**config.mk**
```make
export PLATFORM = sky130hd
export DESIGN_NAME = rca_cpu_reg_config_unit_flat
export DESIGN_NICKNAME = d
export VERILOG_FILES = /design/src/rtl/rca_cpu_reg_config_unit_if.sv /design/src/rtl/rca_cpu_reg_config_unit.sv /design/src/flat_wrapper.sv
export SDC_FILE = /design/constraint.sdc
export NUM_CORES = 1
export LEC_CHECK = 0
export CAP_MARGIN = 25
export CORE_MARGIN = 10
export CORE_UTILIZATION = 25
export DETAILED_ROUTE_END_ITERATION = 8
export PLACE_DENSITY = 0.57
export REMOVE_ABC_BUFFERS = 1
export SKIP_LAST_GASP = 1
export SYNTH_ARGS = -nofsm -noshare
export SYNTH_HDL_FRONTEND = slang
export SYNTH_SLANG_ARGS = --single-unit
```
**constraint.sdc**
```tcl
create_clock -name clk -period 4.6 [get_ports clk]
set_input_delay 0.69 -clock clk [delete_from_list [all_inputs] [get_ports clk]]
set_output_delay 0.69 -clock clk [all_outputs]
set_load 0.01 [all_outputs]
```
**src/rtl/rca_cpu_reg_config_unit_if.sv**
```systemverilog
// Config-instruction handshake between the custom-instruction issue stage
// and the RCA register config unit. The issue stage is the master.
interface rca_cpu_reg_config_unit_if;
  logic        cfg_valid;
  logic        cfg_ready;
  logic [2:0]  cfg_funct3;
  logic [6:0]  cfg_funct7;
  logic [31:0] cfg_rs1;
  logic [31:0] cfg_rs2;
  logic        cfg_done;
  logic        cfg_err;

  modport master (
    output cfg_valid,
    output cfg_funct3,
    output cfg_funct7,
    output cfg_rs1,
    output cfg_rs2,
    input  cfg_ready,
    input  cfg_done,
    input  cfg_err
  );

  modport slave (
    input  cfg_valid,
    input  cfg_funct3,
    input  cfg_funct7,
    input  cfg_rs1,
    input  cfg_rs2,
    output cfg_ready,
    output cfg_done,
    output cfg_err
  );
endinterface

```
**src/rtl/rca_cpu_reg_config_unit.sv**
```systemverilog
// RCA CPU register config unit.
// Executes the Register Config (funct3=001) and IO Input Use Config
// (funct3=101) custom instructions. Each RCA owns a table of CPU register
// addresses for its src ports and its feedback / non-feedback write ports,
// plus an IO input usage mask. A table update to a busy RCA is held in
// WAIT_IDLE until that RCA goes idle, so an executing RCA never sees its
// steering change underneath it. Register x0 in a table means unused/discard.
module rca_cpu_reg_config_unit #(
  parameter int NUM_RCAS        = 4,
  parameter int NUM_READ_PORTS  = 5,
  parameter int NUM_WRITE_PORTS = 5,
  parameter int REG_ADDR_W      = 5
) (
  input  logic                                              clk,
  input  logic                                              rst_n,
  rca_cpu_reg_config_unit_if.slave                          cfg,
  input  logic [NUM_RCAS-1:0]                               rca_busy,
  output logic [NUM_RCAS*NUM_READ_PORTS*REG_ADDR_W-1:0]     src_addr,
  output logic [NUM_RCAS*NUM_WRITE_PORTS*REG_ADDR_W-1:0]    dst_addr_fb,
  output logic [NUM_RCAS*NUM_WRITE_PORTS*REG_ADDR_W-1:0]    dst_addr_nfb,
  output logic [NUM_RCAS*NUM_READ_PORTS-1:0]                io_input_use
);

  localparam int RCA_W = (NUM_RCAS > 1) ? $clog2(NUM_RCAS) : 1;

  typedef enum logic [1:0] {
    IDLE      = 2'd0,
    WAIT_IDLE = 2'd1,
    COMMIT    = 2'd2
  } state_t;

  // Which table the latched instruction will update.
  typedef enum logic [1:0] {
    OP_SRC     = 2'd0,
    OP_DST_FB  = 2'd1,
    OP_DST_NFB = 2'd2,
    OP_IO      = 2'd3
  } op_t;

  typedef logic [REG_ADDR_W-1:0] addr_t;

  // Control state and handshake outputs
  state_t                    state_q, state_d;
  logic                      ready_q, ready_d;
  logic                      done_q, done_d;
  logic                      err_q, err_d;

  // Latched instruction fields
  logic [RCA_W-1:0]          rca_q, rca_d;
  op_t                       op_q, op_d;
  logic [2:0]                port_q, port_d;
  addr_t                     data_q, data_d;
  logic [NUM_READ_PORTS-1:0] mask_q, mask_d;
  logic                      bad_q, bad_d;

  // Per-RCA configuration tables
  addr_t                     src_q [NUM_RCAS][NUM_READ_PORTS];
  addr_t                     src_d [NUM_RCAS][NUM_READ_PORTS];
  addr_t                     fb_q  [NUM_RCAS][NUM_WRITE_PORTS];
  addr_t                     fb_d  [NUM_RCAS][NUM_WRITE_PORTS];
  addr_t                     nfb_q [NUM_RCAS][NUM_WRITE_PORTS];
  addr_t                     nfb_d [NUM_RCAS][NUM_WRITE_PORTS];
  logic [NUM_READ_PORTS-1:0] io_q  [NUM_RCAS];
  logic [NUM_READ_PORTS-1:0] io_d  [NUM_RCAS];

  // Decode of the instruction currently presented
  logic                      accept;
  logic                      rca_ok;
  logic                      is_reg;
  logic                      is_io;
  logic                      port_ok;
  logic                      instr_ok;
  logic                      target_busy;
  logic [RCA_W-1:0]          req_rca;
  op_t                       req_op;

  // High operand bits carry no meaning for these instructions.
  logic                      unused_rs_bits;

  assign unused_rs_bits = ^{cfg.cfg_rs1[31:5], cfg.cfg_rs2[31:REG_ADDR_W]};

  assign accept      = cfg.cfg_valid && ready_q;
  assign req_rca     = cfg.cfg_funct7[RCA_W-1:0];
  assign rca_ok      = 32'(cfg.cfg_funct7) < NUM_RCAS;
  assign is_reg      = cfg.cfg_funct3 == 3'b001;
  assign is_io       = cfg.cfg_funct3 == 3'b101;
  // rs1[3] selects a write (dst) port, otherwise a src port.
  assign port_ok     = cfg.cfg_rs1[3] ? (32'(cfg.cfg_rs1[2:0]) < NUM_WRITE_PORTS)
                                      : (32'(cfg.cfg_rs1[2:0]) < NUM_READ_PORTS);
  assign instr_ok    = rca_ok && (is_io || (is_reg && port_ok));
  assign target_busy = rca_busy[req_rca];
  assign req_op      = is_io           ? OP_IO :
                       !cfg.cfg_rs1[3] ? OP_SRC :
                       cfg.cfg_rs1[4]  ? OP_DST_FB : OP_DST_NFB;

  // Next-state logic: accept, wait for the target RCA to go idle, then commit.
  always_comb begin
    state_d = state_q;
    done_d  = 1'b0;
    err_d   = 1'b0;
    rca_d   = rca_q;
    op_d    = op_q;
    port_d  = port_q;
    data_d  = data_q;
    mask_d  = mask_q;
    bad_d   = bad_q;
    src_d   = src_q;
    fb_d    = fb_q;
    nfb_d   = nfb_q;
    io_d    = io_q;

    case (state_q)
      IDLE: begin
        if (accept) begin
          rca_d  = req_rca;
          op_d   = req_op;
          port_d = cfg.cfg_rs1[2:0];
          data_d = cfg.cfg_rs2[REG_ADDR_W-1:0];
          mask_d = cfg.cfg_rs1[NUM_READ_PORTS-1:0];
          bad_d  = !instr_ok;
          // Rejected instructions never touch a table, so they skip the wait.
          if (instr_ok && target_busy) begin
            state_d = WAIT_IDLE;
          end else begin
            state_d = COMMIT;
            done_d  = instr_ok;
            err_d   = !instr_ok;
          end
        end
      end

      WAIT_IDLE: begin
        if (!rca_busy[rca_q]) begin
          state_d = COMMIT;
          done_d  = 1'b1;
        end
      end

      COMMIT: begin
        state_d = IDLE;
        if (!bad_q) begin
          for (int r = 0; r < NUM_RCAS; r++) begin
            if (rca_q == RCA_W'(r)) begin
              for (int p = 0; p < NUM_READ_PORTS; p++) begin
                if (op_q == OP_SRC && port_q == 3'(p)) begin
                  src_d[r][p] = data_q;
                end
              end
              for (int p = 0; p < NUM_WRITE_PORTS; p++) begin
                if (op_q == OP_DST_FB && port_q == 3'(p)) begin
                  fb_d[r][p] = data_q;
                end
                if (op_q == OP_DST_NFB && port_q == 3'(p)) begin
                  nfb_d[r][p] = data_q;
                end
              end
              if (op_q == OP_IO) begin
                io_d[r] = mask_q;
              end
            end
          end
        end
      end

      default: state_d = IDLE;
    endcase

    ready_d = (state_d == IDLE);
  end

  // State, handshake outputs and tables; everything clears on reset.
  always_ff @(posedge clk or negedge rst_n) begin
    if (!rst_n) begin
      state_q <= IDLE;
      ready_q <= 1'b1;
      done_q  <= 1'b0;
      err_q   <= 1'b0;
      rca_q   <= '0;
      op_q    <= OP_SRC;
      port_q  <= '0;
      data_q  <= '0;
      mask_q  <= '0;
      bad_q   <= 1'b0;
      src_q   <= '{default: '0};
      fb_q    <= '{default: '0};
      nfb_q   <= '{default: '0};
      io_q    <= '{default: '0};
    end else begin
      state_q <= state_d;
      ready_q <= ready_d;
      done_q  <= done_d;
      err_q   <= err_d;
      rca_q   <= rca_d;
      op_q    <= op_d;
      port_q  <= port_d;
      data_q  <= data_d;
      mask_q  <= mask_d;
      bad_q   <= bad_d;
      src_q   <= src_d;
      fb_q    <= fb_d;
      nfb_q   <= nfb_d;
      io_q    <= io_d;
    end
  end

  assign cfg.cfg_ready = ready_q;
  assign cfg.cfg_done  = done_q;
  assign cfg.cfg_err   = err_q;

  // Flatten the tables onto the output buses, RCA-major.
  for (genvar r = 0; r < NUM_RCAS; r++) begin : g_rca
    for (genvar p = 0; p < NUM_READ_PORTS; p++) begin : g_src
      assign src_addr[(r*NUM_READ_PORTS+p)*REG_ADDR_W +: REG_ADDR_W] = src_q[r][p];
    end
    for (genvar p = 0; p < NUM_WRITE_PORTS; p++) begin : g_dst
      assign dst_addr_fb[(r*NUM_WRITE_PORTS+p)*REG_ADDR_W +: REG_ADDR_W]  = fb_q[r][p];
      assign dst_addr_nfb[(r*NUM_WRITE_PORTS+p)*REG_ADDR_W +: REG_ADDR_W] = nfb_q[r][p];
    end
    assign io_input_use[r*NUM_READ_PORTS +: NUM_READ_PORTS] = io_q[r];
  end

endmodule
```
**src/flat_wrapper.sv**
```systemverilog
// flat-port wrapper written by rule: the top's interface ports become plain ports
module rca_cpu_reg_config_unit_flat 
#(
  parameter int NUM_RCAS        = 4,
  parameter int NUM_READ_PORTS  = 5,
  parameter int NUM_WRITE_PORTS = 5,
  parameter int REG_ADDR_W      = 5
)
  (clk, rst_n, rca_busy, src_addr, dst_addr_fb, dst_addr_nfb, io_input_use, cfg_cfg_valid, cfg_cfg_funct3, cfg_cfg_funct7, cfg_cfg_rs1, cfg_cfg_rs2, cfg_cfg_ready, cfg_cfg_done, cfg_cfg_err);
  rca_cpu_reg_config_unit_if cfg_i ();
  input  logic clk;
  input  logic rst_n;
  input  logic [NUM_RCAS-1:0] rca_busy;
  output logic [NUM_RCAS*NUM_READ_PORTS*REG_ADDR_W-1:0] src_addr;
  output logic [NUM_RCAS*NUM_WRITE_PORTS*REG_ADDR_W-1:0] dst_addr_fb;
  output logic [NUM_RCAS*NUM_WRITE_PORTS*REG_ADDR_W-1:0] dst_addr_nfb;
  output logic [NUM_RCAS*NUM_READ_PORTS-1:0] io_input_use;
  input wire logic [$bits(cfg_i.cfg_valid)-1:0] cfg_cfg_valid;
  input wire logic [$bits(cfg_i.cfg_funct3)-1:0] cfg_cfg_funct3;
  input wire logic [$bits(cfg_i.cfg_funct7)-1:0] cfg_cfg_funct7;
  input wire logic [$bits(cfg_i.cfg_rs1)-1:0] cfg_cfg_rs1;
  input wire logic [$bits(cfg_i.cfg_rs2)-1:0] cfg_cfg_rs2;
  output wire logic [$bits(cfg_i.cfg_ready)-1:0] cfg_cfg_ready;
  output wire logic [$bits(cfg_i.cfg_done)-1:0] cfg_cfg_done;
  output wire logic [$bits(cfg_i.cfg_err)-1:0] cfg_cfg_err;
  assign cfg_i.cfg_valid = cfg_cfg_valid;
  assign cfg_i.cfg_funct3 = cfg_cfg_funct3;
  assign cfg_i.cfg_funct7 = cfg_cfg_funct7;
  assign cfg_i.cfg_rs1 = cfg_cfg_rs1;
  assign cfg_i.cfg_rs2 = cfg_cfg_rs2;
  assign cfg_cfg_ready = cfg_i.cfg_ready;
  assign cfg_cfg_done = cfg_i.cfg_done;
  assign cfg_cfg_err = cfg_i.cfg_err;
  rca_cpu_reg_config_unit #(.NUM_RCAS(NUM_RCAS), .NUM_READ_PORTS(NUM_READ_PORTS), .NUM_WRITE_PORTS(NUM_WRITE_PORTS), .REG_ADDR_W(REG_ADDR_W)) u_core (.clk(clk), .rst_n(rst_n), .cfg(cfg_i), .rca_busy(rca_busy), .src_addr(src_addr), .dst_addr_fb(dst_addr_fb), .dst_addr_nfb(dst_addr_nfb), .io_input_use(io_input_use));
endmodule
```
==> results.md <==
- Outcome: complete, no violations
- Commonest cells after routing, fill and taps aside: clkdlybuf4s50_1, dfrtp_1, mux2_2
- DR iter-0 viols: 370
- Seq/Total Area, Yosys: 0.622
- GRT Overall Usage: 0.135
- Initial antenna violation count: 1
- Global placement routability congestion: 0.701
- Final setup TNS: 0 ns
- CTS tree: done
- CTS Sinks: between 300 and 400
- Post-synthesis adder-cell area fraction: 0
- Post-route ant nets: 0
- Final min period: around 2.6 ns
- CP max stage cell: dfrtp_1
- DR vias: between 8000 and 9000
- Routed Wire Length: 44100 um
- Tightest Pin Transition: between 1 and 1.5 ns
- First-pass DRT Iterations: 6
- Final non-filler cell total: ~1900
- Critical Path Max Stage Delay: between 0.8 and 0.9 ns
- Nature of the critical path endpoint: register
- Synth Register Bits: 340
- Post-Syn Area: about 14000 um2
- Num ports: 404
- IO buf count: approximately 350
- CP arrival: just over 3 ns
- Fmax: 383 MHz
- CP Cell Sequence: or3b_2 -> nor4_2 -> mux2_2
- Slew headroom: 0.284
- Worst min path class: input port to asynchronous set/reset pin
- Commonest non-fill, non-tap cell in the layout: clkdlybuf4s50_1
- Post-CTS setup buffer count: 0
- YS warnings: 0
- Vias per cell: 4.48
- Tot Pwr: ~10 mW
- Clock Path Buffers: 3
- Area delta synth->final: 41.9%
- Die Ht: 254 um
- Largest net degree at the start of global routing: 111
- Clk_skew: 0.0165 ns
- Hold Fails Final Rpt: 0
- Core footprint: between 50000 and 60000 um2
- TritonCTS Buffers: 40
- Fin nets: between 1000 and 1500
- Largest family of logic cells by synthesized area: multiplexers
- Mux cell area share after synthesis: 0.277
- Number of global-route vias before repair: 9347
- Crit path required time: approximately 5.0 ns
- Row count: 85
- Post-synthesis xor/xnor area fraction: 0
- Fraction of layout cells with a size suffix above 1: 0.379
- Leak Pwr: 8.78 nW
- Worst vdd ir: ~250 uV
- First-pass GRT wire length: 64700 um
- Max-Cap Viols: 0
- RSZ-0062 raised after global routing: no
- Antenna cell count: 0
- Post-CTS Hold Buffers: 0
- Max Slew Vio Count: 0
- Placed instance count: about 1800
- Die ar.: 64400 um2
- Starting Density: 0.253
- Worst-Skew Late Latency: about 0.55 ns
- Post-synth top flop: dfrtp_1
- WHS: approximately 0.21 ns
- Die width: between 200 and 300 um
- Overflow after GRT: 0
- Compound-Gate Fraction of Synth Area: 0.00503
- # DRC: 0
- CP bufs+invs: 0
- Simple logic cell fraction of the synthesized area: 0.0764
- # setup viols final: 0
- Clock transition at the registers of the reported paths: 0.06 ns
- Synth cell types: 40
- Final HPWL DP: 30600 um
- CTS root buf: clkbuf_16
- Tcrit/Tclk final: 0.568
- Post-CTS Resized: 0
- Cells after synthesis: ~850
- Worst Path Max Fanout: 15
- EDFF count, synth: 0
- Worst setup SP type: register
- Avg Cell Area, Syn: 16.1 um2
- Routed len/inst: 23.0 um
- Worst path top cell family by delay: simple AND/OR/NAND/NOR gates
- H-tree Lvls: 2
- WS Path Type: register to register
- Asr flop ratio synth: 1.00
- Power density cells: ~530 nW/um2
[per-layer routing]
metal  vias up  global-route usage  wire (um)
li1       3782                   -          -
met1      4529               0.164      18100
met2       233               0.225      21700
met3        54              0.0413       3390
met4         0              0.0416        857
met5         -                   0          0
[worst paths after layout]
path	start	endpoint	depth (start not counted)	slack, ns
min	rst_n	u_core.dst_addr_nfb[45]	1	0.21
max reg2reg	u_core.mask_q[1]	u_core.dst_addr_fb[61]	3	1.99
max	u_core.mask_q[1]	u_core.dst_addr_fb[61]	3	1.99
min reg2reg	u_core.src_addr[4]	u_core.src_addr[4]	1	0.48
min in group clk	u_core.src_addr[4]	u_core.src_addr[4]	1	0.48
max in group asynchronous	rst_n	u_core.src_addr[25]	2	3.27
[metrics by stage]
stage	area, um2	setup WS, ns	utilization
CTS	19400	1.76	0.359
global route	19400	1.83	0.359
global placement	18000	1.81	0.333
floorplan	13400	1.08	-
detailed placement	18000	1.77	0.333
finish	19400	1.99	0.359
[where the power goes]
part / leakage (nW) / switching [mW] / internal, mW
logic: 3.44 / 1.36 / 1.43
registers: 4.66 / 0.674 / 3.56
clock network: 0.679 / 1.28 / 2.04
total: 8.78 / 3.31 / 7.03
[sequential cells by signal, summed over array words and instances (netlist names)]
register              flops
u_core.io_input_use      20
u_core.rca_q              2
u_core.cfg.cfg_err        1
u_core.cfg.cfg_ready      1
u_core.src_addr         100
u_core.state_q            2
u_core.dst_addr_nfb     100
u_core.cfg.cfg_done       1
u_core.op_q               2
u_core.mask_q             5
u_core.data_q             5
u_core.bad_q              1
u_core.dst_addr_fb      100
[cells in the mapped netlist (2+ instances only)]
| cell | number | area [um2] |
|---|---|---|
| buf_4 | 2 | 15.0 |
| buf_2 | 8 | 40.0 |
| inv_1 | 2 | 7.51 |
| mux2_2 | 329 | 3700 |
| or3b_2 | 3 | 26.3 |
| nor3b_1 | 3 | 22.5 |
| nor4_4 | 23 | 489 |
| dfrtp_1 | 339 | 8480 |
| nor2_1 | 7 | 26.3 |
| nand4_1 | 32 | 200 |
| nor4_2 | 7 | 87.6 |
| mux4_2 | 2 | 45.0 |
| nand2b_1 | 5 | 31.3 |
| nor4bb_1 | 2 | 20.0 |
| nor2b_1 | 3 | 18.8 |
| a21oi_1 | 4 | 20.0 |
| buf_1 | 9 | 33.8 |
| mux2_1 | 3 | 33.8 |
| clkbuf_1 | 40 | 150 |
| nor3_1 | 3 | 15.0 |
| and3b_1 | 2 | 17.5 |
[kinds of logic (layout without fill, tap and decap cells)]
kind of cell,count (synthesis),after routing
multiplexers,334,334
flip-flops,340,340
buffers and inverters,63,438
AND/OR/NAND/NOR,100,100
AO/OA/AOI/OAI,10,10
[area by class of cell]
| class | count | area (um2) |
|---|---|---|
| clock buffers | 49 | 1110 |
| inverters | 2 | 7.51 |
| fillers | 5194 | 34600 |
| well taps | 696 | 871 |
| flip-flops and latches | 340 | 8520 |
| clock inverters | 19 | 267 |
| multi-input cells | 444 | 4940 |
| repair buffers | 368 | 3690 |
Power figures use the tool's default switching activity.
